<file path="config.mk">
export PLATFORM = sky130hd
export DESIGN_NAME = pc_fetch_stage
export DESIGN_NICKNAME = d
export VERILOG_FILES = /design/src/rtl/mips_pkg.sv /design/src/rtl/pc_next_mux.sv /design/src/rtl/pc_fetch_stage.sv
export SDC_FILE = /design/constraint.sdc
export NUM_CORES = 1
export LEC_CHECK = 0
export ABC_CLOCK_PERIOD_IN_PS = 3140
export CAP_MARGIN = 20
export CORE_MARGIN = 4
export CORE_UTILIZATION = 47
export CTS_BUF_LIST = sky130_fd_sc_hd__clkbuf_16
export DETAILED_ROUTE_END_ITERATION = 16
export PLACE_DENSITY = 0.91
export RECOVER_POWER = 50
export SLEW_MARGIN = 20
export SYNTH_ARGS = -nofsm -noshare
export SYNTH_HDL_FRONTEND = slang
export SYNTH_SLANG_ARGS = --single-unit
</file>
<file path="constraint.sdc">
create_clock -name clk -period 3.14 [get_ports clk]
set_clock_uncertainty 0.05 [all_clocks]
set_input_delay 0.628 -clock clk [delete_from_list [all_inputs] [get_ports clk]]
set_output_delay 0.628 -clock clk [all_outputs]
set_load 0.05 [all_outputs]
</file>
<file path="src/rtl/mips_pkg.sv">
// Shared fetch-stage types and constants: next-PC source encoding,
// fetch FSM states, the sequential PC step, and a low-bit mask helper.
package mips_pkg;

    typedef enum logic [1:0] {
        PC_SEQ,
        PC_BR,
        PC_J,
        PC_JR
    } pc_sel_t;

    typedef enum logic [1:0] {
        BOOT,
        RUN,
        HOLD_REDIR
    } fetch_state_t;

    localparam logic [31:0] PC_STEP = 32'd4;

    // Mask covering the low address bits that must be zero for an aligned fetch.
    function automatic logic [31:0] low_mask(input int unsigned bits);
        return (32'd1 << bits) - 32'd1;
    endfunction

endpackage

</file>
<file path="src/rtl/pc_next_mux.sv">
// Next-PC priority select: jr > jump > branch_taken > sequential.
// Purely combinational; also reports which source won.
module pc_next_mux
    import mips_pkg::*;
(
    input  logic [31:0] i_pc_plus4,
    input  logic        i_branch_taken,
    input  logic [31:0] i_branch_target,
    input  logic        i_jump,
    input  logic [31:0] i_jump_target,
    input  logic        i_jr,
    input  logic [31:0] i_jr_target,
    output logic [31:0] o_target,
    output pc_sel_t     o_sel
);

    // Fixed-priority pick of the redirect source, falling back to pc+4.
    always_comb begin
        o_target = i_pc_plus4;
        o_sel    = PC_SEQ;
        if (i_jr) begin
            o_target = i_jr_target;
            o_sel    = PC_JR;
        end else if (i_jump) begin
            o_target = i_jump_target;
            o_sel    = PC_J;
        end else if (i_branch_taken) begin
            o_target = i_branch_target;
            o_sel    = PC_BR;
        end
    end

endmodule

</file>
<file path="src/rtl/pc_fetch_stage.sv">
// IF-stage program counter: pc register, next-PC selection, stall handling,
// redirect capture while stalled, and one-slot squash after every redirect.
// Optional feature macro: PC_ALIGN_CHECK_EN (forces target low bits to zero and
// raises a sticky misaligned flag); when undefined targets load unmodified.
module pc_fetch_stage
    import mips_pkg::*;
#(
    parameter logic [31:0] RESET_PC   = 32'h0000_0000,
    parameter int unsigned ALIGN_BITS = 2
) (
    input  logic        clk,
    input  logic        reset,
    input  logic        stall,
    input  logic        branch_taken,
    input  logic [31:0] branch_target,
    input  logic        jump,
    input  logic [31:0] jump_target,
    input  logic        jr,
    input  logic [31:0] jr_target,
    output logic [31:0] pc,
    output logic [31:0] pc_plus4,
    output logic        if_valid,
    output logic        redirect_pending,
    output logic        misaligned
);

    localparam logic [31:0] LOW_MASK = low_mask(ALIGN_BITS);
    // RESET_PC is required to be aligned; masking keeps a bad override harmless.
    localparam logic [31:0] BOOT_PC  = RESET_PC & ~LOW_MASK;

    fetch_state_t r_state;
    fetch_state_t w_state_nxt;
    logic [31:0]  r_pc;
    logic [31:0]  w_pc_nxt;
    logic         r_if_valid;
    logic         w_if_valid_nxt;
    logic [31:0]  r_pend_pc;
    logic         w_pend_cap;
    logic [31:0]  w_pc_plus4;
    logic [31:0]  w_target;
    logic [31:0]  w_load_target;
    pc_sel_t      w_sel;
    logic         w_redirect;

    assign w_pc_plus4 = r_pc + PC_STEP;

    pc_next_mux u_next_mux (
        .i_pc_plus4      (w_pc_plus4),
        .i_branch_taken  (branch_taken),
        .i_branch_target (branch_target),
        .i_jump          (jump),
        .i_jump_target   (jump_target),
        .i_jr            (jr),
        .i_jr_target     (jr_target),
        .o_target        (w_target),
        .o_sel           (w_sel)
    );

    assign w_redirect = (w_sel != PC_SEQ);

`ifdef PC_ALIGN_CHECK_EN
    logic r_misaligned;
    logic w_take;

    // A redirect is accepted (applied or captured) only while running.
    assign w_take        = (r_state == RUN) && w_redirect;
    assign w_load_target = w_target & ~LOW_MASK;

    // Sticky flag: any accepted target with nonzero low bits latches until reset.
    always_ff @(posedge clk or posedge reset) begin
        if (reset) begin
            r_misaligned <= 1'b0;
        end else if (w_take && (|(w_target & LOW_MASK))) begin
            r_misaligned <= 1'b1;
        end
    end

    assign misaligned = r_misaligned;
`else
    assign w_load_target = w_target;
    assign misaligned    = 1'b0;
`endif

    // FSM state, pc and slot-valid flag; reset restarts fetch from BOOT.
    always_ff @(posedge clk or posedge reset) begin
        if (reset) begin
            r_state    <= BOOT;
            r_pc       <= BOOT_PC;
            r_if_valid <= 1'b0;
        end else begin
            r_state    <= w_state_nxt;
            r_pc       <= w_pc_nxt;
            r_if_valid <= w_if_valid_nxt;
        end
    end

    // Captured redirect target; only meaningful while in HOLD_REDIR.
    always_ff @(posedge clk) begin
        if (w_pend_cap) begin
            r_pend_pc <= w_load_target;
        end
    end

    // Next-state, next-pc and squash decisions.
    always_comb begin
        w_state_nxt    = r_state;
        w_pc_nxt       = r_pc;
        w_if_valid_nxt = r_if_valid;
        w_pend_cap     = 1'b0;
        case (r_state)
            BOOT: begin
                // Redirects are ignored; first real fetch at BOOT_PC follows.
                w_state_nxt    = RUN;
                w_if_valid_nxt = 1'b1;
            end
            RUN: begin
                if (!stall) begin
                    if (w_redirect) begin
                        w_pc_nxt       = w_load_target;
                        w_if_valid_nxt = 1'b0;
                    end else begin
                        w_pc_nxt       = w_pc_plus4;
                        w_if_valid_nxt = 1'b1;
                    end
                end else if (w_redirect) begin
                    // Remember the redirect; pc and valid hold during the stall.
                    w_pend_cap  = 1'b1;
                    w_state_nxt = HOLD_REDIR;
                end
            end
            HOLD_REDIR: begin
                // First captured target wins; new redirects are ignored here.
                if (!stall) begin
                    w_pc_nxt       = r_pend_pc;
                    w_if_valid_nxt = 1'b0;
                    w_state_nxt    = RUN;
                end
            end
            default: begin
                w_state_nxt = BOOT;
            end
        endcase
    end

    assign pc               = r_pc;
    assign pc_plus4         = w_pc_plus4;
    assign if_valid         = r_if_valid;
    assign redirect_pending = (r_state == HOLD_REDIR);

endmodule
</file>
==> qor.csv, run 1 <==
metric,value,unit
total of max-cap violations,0,
Area growth syn-to-layout,51.9,%
Site Rows,37,
final period utilization,0.992,
clk_lat worst skew,330,ps
pin count of the biggest net entering global routing,38,
Final nets,862,
Fillers,722,
"Top FF cell, synth",dfrtp_1,
CP bufs+invs,1,
drt via density,6.31,
DR WL/cell,21.5,µm
CP Capture Type,primary output,
"count leader, synth",nand2_1,
Root Buffer,clkbuf_16,
remaining routing DRC violations,0,
Slowest cell on crit path,nor4_1,
peak supply drop,0.708,mV
Die Span Y,110,µm
Final Hold Viols,0,
Core ar.,0.0103,mm²
reg2reg start,pc[2],
Setup crit start kind,flip-flop,
IO buf count,167,
setup violators final,0,
global-route wire length before repair,29.8,mm
cts-stage hold buffer count,0,
Pre-Repair DR Iteration Count,5,
worst-case clock buffer depth,2,
Yosys warnings,0,
Synth Register Bits,67,
area of the multi-input gates,0.00293,mm²
htree depth,3,
Power Density,982,mW/mm²
initial core utilization,0.480,
status,finished clean,
gpl congestion,0.930,
GRT overflow,0,
cells after synthesis,580,
share of layout cells above drive strength 1,0.162,
I/O Pins,169,
Yosys top cell by area,edfxtp_1,
post-synthesis sequential area ratio,0.372,
crit path DAT,2440,ps
register-to-register setup slack,360,ps
Finished Core Util,0.730,
clk slew on worst S/H paths,60,ps
crit-path leading delay family,simple AND/OR/NAND/NOR gates,
via count,5652,
Crit Path Max Fanout,6,
minimum clock period,3110,ps
Synth area leaders,"edfxtp_1, dfrtp_1, nand2_1",
CTS tree,done,
remaining antenna violation count,0,
Die Span X,110,µm
Unique masters post-synth,77,
Num CTS Buffers,9,
RSZ-0062 raised after global routing,true,
Pwr Total,7360,µW
mean post-synth cell area,8.51,µm²
Critical Path Max Stage Delay,530,ps
post-DP HPWL,13.9,mm
Synth Net Count,687,
vias in the first global route,5715,
clock sinks,67,
initial DRC count,494,
"EDFF count, synth",32,
"Data required, critical path",2460,ps
LEAKAGE,0.00294,µW
Synth top area share,0.195,
FMAX,321,MHz
most frequent cells after synthesis,"nand2_1, nor2_1, dfrtp_1, o21ai_0",
Max Slew Vio Count,0,
Worst Max-Slew Pin Slew,1010,ps
sequence of cells on the critical path,"ha_2, nand4_1, nor4_1, xor2_1, buf_12",
FF+latch area,0.00185,mm²
hold path endpoint,pc[26],
# diodes,0,
RR Endpoint,r_pend_pc[16],
min-delay src,r_pend_pc[26],
initial antenna violation count,0,
Hold Crit Class,reg -> reg,
Post-synth ARST share,0.522,
WHS Path Cells,2,
Syn Std Cell Area,0.00494,mm²
slew margin rel.,0.325,
cells on worst reg2reg path,6,
die area,0.0122,mm²
WS Path Type,reg -> out,
"wirelength, routed",19.3,mm
gr usage total,0.299,
placed cells by master, fill, tap and decap left out, types with 17 or more instances in the layout:
cell / count
clkdlybuf4s50_1: 132
nand2_1: 71
nor2_1: 46
buf_4: 39
o21ai_0: 34
edfxtp_1: 32
a21oi_1: 31
dfrtp_1: 27
inv_1: 25
buf_12: 19
nand3_1: 17
metal layers:
metal,vias to the layer above,part of all wire,GRT usage
met5,-,0,0
met1,2685,0.37,0.368
met2,401,0.49,0.501
met4,0,0.046,0.128
li1,2490,-,-
met3,76,0.096,0.0718
worst max path at each step:
stage / start / end / slack, ps / cells after the start
finish: pc[2] / pc_plus4[16] / 30 / 5
global route: pc[2] / pc_plus4[28] / -60 / 7
CTS: pc[8] / pc_plus4[29] / 20 / 5
detailed placement: pc[2] / pc_plus4[29] / 260 / 5
global placement: pc[2] / pc_plus4[29] / 340 / 5
floorplan: pc[2] / pc_plus4[26] / -90 / 5
flip-flops by register name (all words and copies together), names as in the netlist:
name / cells
r_pend_pc: 32
r_state: 2
pc: 32
if_valid: 1
cell families (layout without fill, tap and decap cells):
logic type,Yosys count,count (layout),share of synthesized area
adder cells (fa/ha/maj),5,5,0.0127
buffers and inverters,70,249,0.0583
AND/OR/NAND/NOR,228,229,0.246
AO/OA/AOI/OAI,173,173,0.240
flip-flops,67,67,0.372
other,1,1,0.000760
multiplexers,14,14,0.0297
XOR/XNOR,22,22,0.0406
worst reg2reg max path: cells and delay by family (launching register included):
kind / cells / cell delay, ps
AO/OA/AOI/OAI: 2 / 660
flip-flops: 1 / 450
AND/OR/NAND/NOR: 2 / 820
adder cells (fa/ha/maj): 1 / 260
XOR/XNOR: 1 / 250
repair_timing:
action                     in CTS  in global routing
cloned                          1                  0
hold endpoints to repair        0                  0
setup endpoints to repair      12                 12
gates resized for setup         6                 10
buffers inserted                3                  5
pin swaps                       3                  5
where the power goes:
group          internal [µW]  leakage, µW  switching (µW)
registers               1260     0.000705             386
clock network            767     0.000166             374
logic                   1700      0.00207            2870
through the flow:
stage | area [µm²] | setup TNS (ps) | instances | setup WS, ps | hold WS (ps)
finish | 7500 | 0 | 896 | 26.0 | 482
global placement | 7070 | 0 | 871 | 337 | 428
CTS | 7450 | 0 | 891 | 15.9 | 481
global route | 7500 | -91.3 | 896 | -56.9 | 517
detailed placement | 7070 | 0 | 871 | 255 | 436
floorplan | 5000 | -94.9 | 580 | -94.9 | 412
final cells by class:
cell class	count	share of cell area
Multi-Input combinational cell	444	0.390
Timing Repair Buffer	208	0.284
Sequential cell	67	0.246
Clock buffer	9	0.0300
Tap cell	136	0.0227
Clock inverter	7	0.0145
Inverter	25	0.0125
Power figures use the tool's default switching activity.
==> run 2, diff against run 1 <==
- CORE_MARGIN: 4 -> default
- PLACE_DENSITY: 0.91 -> 0.85
==> run 2 against run 1 <==
  * Sequential power about the same
  * Wire length down 10%
  * Worst hold slack worse by 33 ps
  * Power down 6.2%
  * Clock power down 23%
  * Largest power group unchanged
  * Critical endpoint is now pc_plus4[31]
  * Critical path type unchanged
==> qor.csv, run 2 (same netlist as run 1, synthesis figures left out) <==
metric,value,unit
remaining routing DRC violations,0,
Area growth syn-to-layout,48.2,%
DR WL/cell,19.5,µm
initial DRC count,399,
Root Buffer,clkbuf_16,
switching power share of the total,0.506,
Finished Core Util,0.715,
minimum clock period,3100,ps
Max Slew Vio Count,0,
# diodes,0,
post-DP HPWL,12.7,mm
Num CTS Buffers,9,
Site Rows,37,
remaining antenna violation count,0,
global-route wire length before repair,27.1,mm
Final nets,853,
total of max-cap violations,0,
sequence of cells on the critical path,"nand4_1, or4_4, o31a_1, or2_4, buf_4",
slew margin rel.,0.317,
peak supply drop,0.511,mV
gpl congestion,0.916,
combinational power share,0.631,
Int Power,3410,µW
pin count of the biggest net entering global routing,43,
drt via density,6.05,
share of layout cells above drive strength 1,0.153,
htree depth,3,
vias in the first global route,5338,
via count,5370,
clk slew on worst S/H paths,50,ps
"wirelength, routed",17.3,mm
clk_lat worst skew,330,ps
Die Span Y,104,µm
worst-case clock buffer depth,2,
crit path DAT,2420,ps
Pre-Repair DR Iteration Count,5,
cells on worst reg2reg path,7,
Final WS setup,41.3,ps
"Data required, critical path",2460,ps
Power Density,945,mW/mm²
die area,0.0109,mm²
Slowest cell on crit path,or4_4,
cts-stage hold buffer count,0,
Psw,3500,µW
WHS,449,ps
Worst Max-Slew Pin Slew,1020,ps
clock sinks,67,
Final Hold Viols,0,
CP bufs+invs,1,
Setup crit start kind,flip-flop,
Critical Path Max Stage Delay,650,ps
status,finished clean,
"most common cell after layout, fill and taps aside",clkdlybuf4s50_1,
most frequent cells in the layout,"clkdlybuf4s50_1, nand2_1, nor2_1",
IO buf count,167,
RSZ-0062 raised after global routing,true,
CTS tree,done,
crit-path leading delay family,simple AND/OR/NAND/NOR gates,
WHS Path Cells,2,
setup violators final,0,
Hold Crit Class,reg -> reg,
WS Path Type,reg -> out,
Critical Path Stages,5,
final period utilization,0.987,
Die Span X,104,µm
GRT overflow,0,
Core ar.,0.0102,mm²
initial core utilization,0.482,
Crit Path Max Fanout,9,
FMAX,323,MHz
Flop pwr share,0.243,
Clk pwr share,0.126,
gr usage total,0.316,
I/O Pins,169,
"worst slack, placed",207,ps
initial antenna violation count,0,
CP Capture Type,primary output,
LEAKAGE,0.00285,µW
-- run 2: area by class of cell --
cell class | count | area, µm²
clock buffer | 9 | 225
clock inverter | 7 | 30.0
fill | 764 | 2920
inverter | 25 | 93.8
multi-input combinational | 443 | 2890
sequential | 67 | 1850
tap | 136 | 170
timing repair buffer | 200 | 2060
-- run 2: power by group through the flow --
| stage | clock (µW) | sequential (µW) | combinational, µW |
|---|---|---|---|
| after floorplan | 0 | 2250 | 2040 |
| after global placement | 0 | 1630 | 4260 |
| after detailed placement | 0 | 1660 | 4340 |
| after CTS | 874 | 1660 | 4360 |
| after global routing | 918 | 1720 | 4570 |
| final | 874 | 1680 | 4360 |
-- run 2: timing repair --
item	CTS	global route
endpoints found under the setup margin	7	9
resized for setup	7	8
buffers inserted	2	3
pin swaps	2	3
-- run 2: per-layer routing --
layer  vias up  routed length [µm]  GRT usage
met5         -                   0          0
met4         0                 445      0.123
met3        47                1730     0.0576
met2       318                8710      0.556
met1      2540                6410      0.381
li1       2465                   -          -
-- run 2: metrics by stage --
step | total power (µW) | TNS (ps) | std cells | instance area [µm²]
global placement | 5890 | 0 | 866 | 7030
detailed placement | 6000 | 0 | 866 | 7030
finish | 6910 | 0 | 887 | 7310
CTS | 6890 | -5.22 | 884 | 7310
global route | 7210 | -27.5 | 887 | 7310
floorplan | 4300 | -94.9 | 580 | 5000
-- run 2: worst reg2reg max path: stages (launching register included) --
cell      delay [ps]
dfrtp_2          450
ha_2             250
nand4_1          100
buf_4            180
nor4_1           440
xor2_1           210
a222oi_1         540
a21boi_0         200
-- run 2: worst paths after layout --
check,from,end,slack [ps]
max reg2reg,pc[2],r_pend_pc[16],450
min reg2reg,r_pend_pc[26],pc[26],450
max in group asynchronous,reset,pc[9],1320
min in group asynchronous,reset,pc[28],1010
max,pc[11],pc_plus4[31],40
min,r_pend_pc[26],pc[26],450
